**src/rtl/fp_norm_shifter.sv**
```systemverilog
// fp_norm_shifter: two-stage valid/ready normaliser behind the leading-one encoder of the FP add/sub path.
// Optional build macro FP_NORM_STICKY_EN keeps the dropped LSB as a sticky bit on a carry right shift.
module fp_norm_shifter #(
    parameter int WIDTH     = 56,
    parameter int WIDTH_LOG = 6,
    parameter int EXP_W     = 11
) (
    input  logic                 clk,
    input  logic                 rst,
    input  logic                 in_valid,
    output logic                 in_ready,
    input  logic [WIDTH-1:0]     in_diff,
    input  logic [WIDTH_LOG-1:0] in_msb,
    input  logic [EXP_W-1:0]     in_exp,
    input  logic                 in_sign,
    output logic                 out_valid,
    input  logic                 out_ready,
    output logic [WIDTH-1:0]     out_mant,
    output logic [EXP_W-1:0]     out_exp,
    output logic                 out_sign,
    output logic                 out_zero,
    output logic                 out_underflow,
    output logic                 out_overflow
);

    localparam int TARGET = WIDTH - 2;
    localparam int SH_W   = WIDTH_LOG + 1;
    localparam int CMP_W  = (EXP_W > SH_W) ? EXP_W : SH_W;

    typedef struct packed {
        logic [SH_W-1:0]  shamt;
        logic             rshift;
        logic [EXP_W-1:0] nexp;
        logic             zero;
        logic             uf;
        logic             of;
    } cls_t;

    function automatic logic [SH_W-1:0] f_lead_zeros(input logic [WIDTH_LOG-1:0] msb);
        return SH_W'(TARGET) - SH_W'(msb);
    endfunction

    // {saturated, exponent}: an all-ones exponent cannot absorb the carry.
    function automatic logic [EXP_W:0] f_exp_inc_sat(input logic [EXP_W-1:0] e);
        if (&e) begin
            return {1'b1, e};
        end
        return {1'b0, e + EXP_W'(1)};
    endfunction

    function automatic cls_t f_classify(input logic [WIDTH-1:0]     diff,
                                        input logic [WIDTH_LOG-1:0] msb,
                                        input logic [EXP_W-1:0]     e);
        cls_t             c;
        logic [SH_W-1:0]  lz;
        logic [EXP_W:0]   inc;
        c   = '0;
        lz  = f_lead_zeros(msb);
        inc = f_exp_inc_sat(e);
        if (diff == '0) begin
            c.zero = 1'b1;
        end else if (msb == WIDTH_LOG'(WIDTH - 1)) begin
            c.rshift = 1'b1;
            c.shamt  = SH_W'(1);
            c.of     = inc[EXP_W];
            c.nexp   = inc[EXP_W-1:0];
        end else if (CMP_W'(lz) <= CMP_W'(e)) begin
            c.shamt = lz;
            c.nexp  = EXP_W'(CMP_W'(e) - CMP_W'(lz));
        end else begin
            // Exponent runs out first: shift only as far as it allows, result is denormal.
            c.shamt = SH_W'(e);
            c.uf    = 1'b1;
        end
        return c;
    endfunction

    function automatic logic [WIDTH-1:0] f_carry_shift(input logic [WIDTH-1:0] diff);
`ifdef FP_NORM_STICKY_EN
        return (diff >> 1) | {{(WIDTH-1){1'b0}}, diff[0]};
`else
        return diff >> 1;
`endif
    endfunction

    function automatic logic [WIDTH-1:0] f_left_shift(input logic [WIDTH-1:0] diff,
                                                      input logic [SH_W-1:0]  shamt);
        logic [WIDTH-1:0] v;
        v = diff;
        for (int i = 0; i < SH_W; i++) begin
            if (shamt[i]) begin
                v = v << (1 << i);
            end
        end
        return v;
    endfunction

    function automatic logic [WIDTH-1:0] f_normalise(input logic [WIDTH-1:0] diff,
                                                     input cls_t             c);
        if (c.of) begin
            return '0;
        end
        if (c.rshift) begin
            return f_carry_shift(diff);
        end
        return f_left_shift(diff, c.shamt);
    endfunction

    logic             w_adv_p1;
    logic             w_adv_p2;
    cls_t             w_cls;
    logic [WIDTH-1:0] w_mant_p1;

    logic             r_vld_p1;
    logic [WIDTH-1:0] r_diff_p1;
    logic             r_sign_p1;
    cls_t             r_cls_p1;

    logic             r_vld_p2;
    logic [WIDTH-1:0] r_mant_p2;
    logic [EXP_W-1:0] r_exp_p2;
    logic             r_sign_p2;
    logic             r_zero_p2;
    logic             r_uf_p2;
    logic             r_of_p2;

    assign w_adv_p2 = !r_vld_p2 || out_ready;
    assign w_adv_p1 = !r_vld_p1 || w_adv_p2;
    assign in_ready = w_adv_p1;

    // Stage 1: classify the difference and work out shift and exponent.
    assign w_cls = f_classify(in_diff, in_msb, in_exp);

    always_ff @(posedge clk or posedge rst) begin
        if (rst) begin
            r_vld_p1  <= 1'b0;
            r_diff_p1 <= '0;
            r_sign_p1 <= 1'b0;
            r_cls_p1  <= '0;
        end else if (w_adv_p1) begin
            r_vld_p1 <= in_valid;
            if (in_valid) begin
                r_diff_p1 <= in_diff;
                r_sign_p1 <= in_sign;
                r_cls_p1  <= w_cls;
            end
        end
    end

    // Stage 2: barrel shift and register the outputs.
    assign w_mant_p1 = f_normalise(r_diff_p1, r_cls_p1);

    always_ff @(posedge clk or posedge rst) begin
        if (rst) begin
            r_vld_p2  <= 1'b0;
            r_mant_p2 <= '0;
            r_exp_p2  <= '0;
            r_sign_p2 <= 1'b0;
            r_zero_p2 <= 1'b0;
            r_uf_p2   <= 1'b0;
            r_of_p2   <= 1'b0;
        end else if (w_adv_p2) begin
            r_vld_p2 <= r_vld_p1;
            if (r_vld_p1) begin
                r_mant_p2 <= w_mant_p1;
                r_exp_p2  <= r_cls_p1.nexp;
                r_sign_p2 <= r_sign_p1;
                r_zero_p2 <= r_cls_p1.zero;
                r_uf_p2   <= r_cls_p1.uf;
                r_of_p2   <= r_cls_p1.of;
            end
        end
    end

    assign out_valid     = r_vld_p2;
    assign out_mant      = r_mant_p2;
    assign out_exp       = r_exp_p2;
    assign out_sign      = r_sign_p2;
    assign out_zero      = r_zero_p2;
    assign out_underflow = r_uf_p2;
    assign out_overflow  = r_of_p2;

endmodule

```
**config.mk**
```make
export PLATFORM = sky130hd
export DESIGN_NAME = fp_norm_shifter
export DESIGN_NICKNAME = d
export VERILOG_FILES = /design/src/rtl/fp_norm_shifter.sv
export SDC_FILE = /design/constraint.sdc
export NUM_CORES = 1
export LEC_CHECK = 0
export ABC_AREA = 1
export CAP_MARGIN = 20
export CORE_ASPECT_RATIO = 0.9
export CORE_UTILIZATION = 45
export CTS_BUF_LIST = sky130_fd_sc_hd__clkbuf_16
export CTS_CLUSTER_DIAMETER = 150
export DETAILED_ROUTE_END_ITERATION = 8
export PLACE_DENSITY = 0.7
export SYNTH_ARGS = -nofsm -noshare
export SYNTH_HDL_FRONTEND = slang
export SYNTH_SLANG_ARGS = --single-unit
export TNS_END_PERCENT = 20
```
**constraint.sdc**
```tcl
create_clock -name clk -period 6.15 [get_ports clk]
set_clock_uncertainty 0.2 [all_clocks]
set_input_delay 0.615 -clock clk [delete_from_list [all_inputs] [get_ports clk]]
set_output_delay 0.615 -clock clk [all_outputs]
set_load 0.005 [all_outputs]
```
## After elaboration in Yosys (flattened, before gate mapping)

Cells that the tools add are included.

| storage, ports and cells | value |
|---|---|
| flip-flop bits (word level) | 152 |
| latch bits | 0 |
| RAM bits | 0 |
| bits in read-only memories | 0 |
| input bits | 78 |
| output and inout port bits | 73 |
| logic and storage cells | 57 |
| memories | 0 |

| cells by class | value |
|---|---|
| add/sub/neg operators | 3 |
| multiply operators | 0 |
| div/mod/pow operators | 0 |
| magnitude comparators | 1 |
| equal/unequal tests | 1 |
| shift operators | 0 |
| muxes and demuxes | 28 |
| bitwise logic cells | 0 |
| reductions and logical operators | 8 |

Operators by type and width:

| kind | number |
|---|---|
| 56-bit two-way mux | 11 |
| 56-bit logical NOT | 1 |
| 12-bit two-way mux | 2 |
| 11-bit two-way mux | 2 |
| 19-bit two-way mux | 1 |
| 7-bit two-way mux | 2 |
| 11-bit by 1-bit adder with 11-bit output (second input constant) | 1 |
| 7-bit by 11-bit less-or-equal comparator with 1-bit output | 1 |
| 11-bit AND reduction | 1 |
| 11-bit by 7-bit subtractor with 11-bit output | 1 |
| 1-bit two-way mux | 9 |
| 6-bit by 6-bit subtractor with 7-bit output (first input constant) | 1 |
| 6-bit equality test (second input constant) | 1 |
| 2-bit AND reduction | 2 |
| 1-bit logical NOT | 2 |
| 1-bit logical OR | 2 |
| 2-bit two-way mux | 1 |

## Longest topological paths before layout

| logic depth | value |
|---|---|
| word-level depth | 9 |
| mapped depth | 15 |
| gate-level depth less buffers | 15 |

## Worst setup path after synthesis

Ideal clock, no wire load.

| timing path | value |
|---|---|
| path kind | input to register |
| from | input in_msb[0] |
| to | register r_cls_p1[15] (netlist name) |
| library setup time | 0.132 ns |
| arrival | 2.259 ns |
| data required time | 5.818 ns |
| path slack | 3.559 ns |
| stages on the path | 14 |
| buffers on the path | 1 |
| cells stage by stage | ha_1 nand2_1 nand2_1 xor2_1 ha_1 nand2_1 a21oi_1 nor2_1 nand3_1 buf_2 nand2_1 o21ai_1 o21ai_1 o21ai_0 |

| between the ends | value |
|---|---|
| cells in the longest elaborated chain, start to end | 5 |
| elaborated cells between the ends (all ways) | 6 |
| classes of those cells | add/sub: 1; order compare: 1; eq/ne: 1; mux: 3 |

Ends and longest elaborated chain:

| element | line | text |
|---|---|---|
| from (decl) | 13 | `input logic [WIDTH_LOG-1:0] in_msb,` |
| 6-bit by 6-bit subtractor with 7-bit output | 40 | `return SH_W'(TARGET) - SH_W'(msb);` |
| 7-bit by 11-bit less-or-equal comparator with 1-bit output | 67 | `end else if (CMP_W'(lz) <= CMP_W'(e)) begin` |
| 7-bit two-way mux | 67 |  |
| 7-bit two-way mux * | 62 | `end else if (msb == WIDTH_LOG'(WIDTH - 1)) begin` |
| 19-bit two-way mux * | 60 | `if (diff == '0) begin` |
| to (signal assigned) | 145 | `r_cls_p1 <= w_cls;` |
| to (decl) | 117 | `cls_t r_cls_p1;` |

Every way passes the cells marked *; elsewhere a longest branch is shown, timed or not.
A chain may end at the register's enable or synchronous reset.

## Final worst setup path

| timing path | value |
|---|---|
| from | input in_msb[0] |
| to | register r_cls_p1[6] (netlist name) |

| between the ends | value |
|---|---|
| cells in the longest elaborated chain, start to end | 5 |
| elaborated cells between the ends (all ways) | 7 |
| classes of those cells | add/sub: 2; order compare: 1; eq/ne: 1; mux: 3 |

Ends and longest elaborated chain:

| element | line |
|---|---|
| 6-bit by 6-bit subtractor with 7-bit output | 40 |
| 11-bit by 7-bit subtractor with 11-bit output / 7-bit by 11-bit less-or-equal comparator with 1-bit output (equally long branches) | 69, 67 |
| 11-bit two-way mux | 67 |
| 11-bit two-way mux * | 62 |
| 19-bit two-way mux * | 60 |

Marked as above.

==> reports/qor.yml <==
logic_synthesis:
  syn_inst: 1660
  netlist_area_um2: 10600
  yosysTopAreaCell: "dfrtp_1"
  synth_flop_cell: "dfrtp_1"
  yosys_warnings: 0
  synth_area_leaders: "dfrtp_1 (36%), nand2_1 (24%), nand3_1 (18%)"
  ys_seq_elements: 152
  yosysSeqAreaShare_pct: 35.9
  async_flop_share_pct: 100
  yosysTopAreaCellShare_pct: 35.9
  avgSynthCellArea_um2: 6.38
  syn_nets: 1749
  synth_edf_count: 0
  ys_types: 38
clock_network:
  cts_htree_levels: 4
  cts_resized: 0
  cts_tree: "yes"
  cts_root_buffer: "clkbuf_16"
  post-cts-setup-buffers: 0
  cts_made_buffers: 17
  clk_pin_slew_worst_paths_ns: 0.08
  holdBufCountCts: 0
  insertion_delay_ns: 0.45
  clock-sinks: 152
  clk_path_buf_depth: 2
worst_setup_path:
  cp_num_buf_inv: 3
  path_max_fanout: 21
  crit_path_max_incr_delay_ns: 0.62
  cp-end-kind: "register"
  start_kind: "primary input"
  path_cells: "clkdlybuf4s50_1 > ha_1 > nand2_1 > nand2_1 > nand3_1 > ha_1 > inv_1 > o21ai_0 > nor2_1 > nand3_1 > inv_1 > o21ai_0 > nand3_1 > nand2_1"
  rr_worst_depth: 12
  crit_path_top_delay_cell: "nand3_1"
  crit_type: "in -> reg"
  worstPathArrival_ns: 3.87
  path_depth: 14
  required_ns: 6.33
  cp_top_family: "simple AND/OR/NAND/NOR gates"
die:
  dieArea_um2: 24100
  initial_core_util_pct: 46.5
  coreArea_um2: 22800
  num_io_pins: 151
  die_h_um: 147
  die_w_um: 164
  rows: 52
timing:
  setup_slack_ns: 2.46
  tns_ns: 0
  post-route-period-util_pct: 60.1
  hold_slack_ns: 0.282
  drv_slew: 0
  relSlewSlack_pct: 30.2
  rsz0062_at_grt: "no"
  tightest_slew_ns: 1.04
  hold_violations: 0
  max_freq_mhz: 271
  post-route-min-period_ns: 3.69
  setup_viol: 0
detailed_routing:
  drt_iter0_drc: 1639
  wl_per_cell_um: 19.0
  wl_um: 39000
  via_per_inst: 5.76
  dr.pass1.iters: 6
  ant_nets: 0
  vias: 11800
  drc: 0
global_route:
  track_usage_pct: 33.4
  grt_overflow: 0
  antenna_found_initial: 1
  grt_max_degree: 79
  grt_pass1_vias: 10700
  grt_pass1_wl_um: 61500
placed_design:
  place.gp.congestion: 0.967
  portBuffers: 150
  dp.final_hpwl_um: 28400
  place_ws_ns: 2.04
layout:
  final_cell_mix: "nand2_1 (687), nand3_1 (377), dfrtp_1 (152), clkdlybuf4s50_1 (150), inv_1 (83)"
  drive_gt1_share_pct: 3.99
  utilization_pct: 55.8
  diodes: 0
  multi_input_area_um2: 5940
  syn2layout_area_growth_pct: 20.0
  nNetsFinal: 1831
  fill_cells: 2302
  final_common_cell: "nand2_1"
  ff_latch_area_um2: 3800
hold_path:
  hold_depth: 2
  hold_class: "reg -> reg"
pwr:
  ir_drop_mv: 0.217
  leakagePower_uw: 0.00631
  cellPowerDensity_nw_per_um2: 366
run_status:
  status: "finished, final reports clean"
run:
  max-cap-violations: 0
-- cells in the mapped netlist, types with 4 or more instances --
| cell | number |
|---|---|
| nand4_1 | 22 |
| nand3_1 | 377 |
| xor2_1 | 9 |
| nor2_1 | 45 |
| buf_4 | 4 |
| nor3_1 | 5 |
| a21o_1 | 4 |
| o22ai_1 | 7 |
| dfrtp_1 | 152 |
| clkbuf_1 | 35 |
| buf_1 | 17 |
| a22oi_1 | 5 |
| o21ai_0 | 80 |
| a21oi_1 | 17 |
| buf_6 | 6 |
| nor4_1 | 4 |
| nand2_1 | 689 |
| buf_2 | 39 |
| xnor2_1 | 4 |
| ha_1 | 10 |
| inv_1 | 85 |
| o21ai_1 | 13 |
| nor2_2 | 4 |
| nand2_2 | 5 |
-- worst register-to-register path, stage by stage (launching register included) --
cell and delay [ns]:
dfrtp_1 0.34, buf_4 0.53, inv_1 0.69, buf_4 0.45
nand3_1 0.19, nand3_1 0.13, nand3_1 0.18, nand2_1 0.15
nand2_1 0.09, nand2_1 0.14, o21ai_1 0.27, nand2_1 0.09
nand2_1 0.08
-- metrics by stage --
stage	std cells	area, µm²	total power [µW]
2_1_floorplan	1660	10600	2620
3_3_place_gp	2020	12100	3480
3_5_place_dp	2020	12100	3490
4_1_cts	2052	12700	4600
5_1_grt	2052	12700	4930
6_report	2052	12700	4640
-- worst paths after layout --
kind                                                from                   endpoint  slack (ns)
worst max register to register  r_cls_p1[16]$_DFFE_PP0P_   out_mant[23]$_DFFE_PP0P_        2.56
worst min-delay path            r_cls_p1[12]$_DFFE_PP0P_     out_exp[9]$_DFFE_PP0P_        0.28
worst max-delay path                           in_msb[0]    r_cls_p1[6]$_DFFE_PP0P_        2.46
worst min register to register  r_cls_p1[12]$_DFFE_PP0P_     out_exp[9]$_DFFE_PP0P_        0.28
max in group asynchronous                            rst   out_mant[54]$_DFFE_PP0P_        4.33
min in group asynchronous                            rst  r_diff_p1[17]$_DFFE_PP0P_        0.29
-- area by class of cell --
type                       count  area share, %
sequential                   152           30.0
timing repair buffer         166           12.8
inverter                      89           2.67
clock buffer                  17           3.35
multi-input combinational   1316           46.7
clock inverter                15           1.59
tap                          297           2.93
-- per-layer routing --
metal | vias to the layer above | GRT usage (%) | routed length [µm]
met1 | 5520 | 51.7 | 18400
met3 | 52 | 9.74 | 4350
met4 | 2 | 7.82 | 662
met2 | 623 | 44.7 | 15600
met5 | - | 0 | 13
li1 | 5631 | - | -
-- power by group --
part / total, µW / leakage (µW) / internal [µW] / switching (µW)
logic: 2070 / 0.00410 / 788 / 1290
clock network: 1110 / 0.000302 / 559 / 549
registers: 1460 / 0.00192 / 1250 / 210
-- sequential cells by signal (all words and copies together), names as in the netlist --
register and count:
out_exp 11, out_underflow 1, out_valid 1, r_cls_p1 22
r_sign_p1 1, out_overflow 1, r_diff_p1 56, out_mant 56
r_vld_p1 1, out_zero 1, out_sign 1
-- kinds of logic (layout without fill, tap and decap cells) --
group	after synthesis	count (layout)	synth area share, %
AO/OA/AOI/OAI	139	139	7.22
flip-flops	152	152	35.9
AND/OR/NAND/NOR	1153	1153	46.3
adder cells (fa/ha/maj)	11	11	1.37
XOR/XNOR	13	13	1.08
buffers and inverters	192	287	8.10
(Power assumes the default switching activity.)
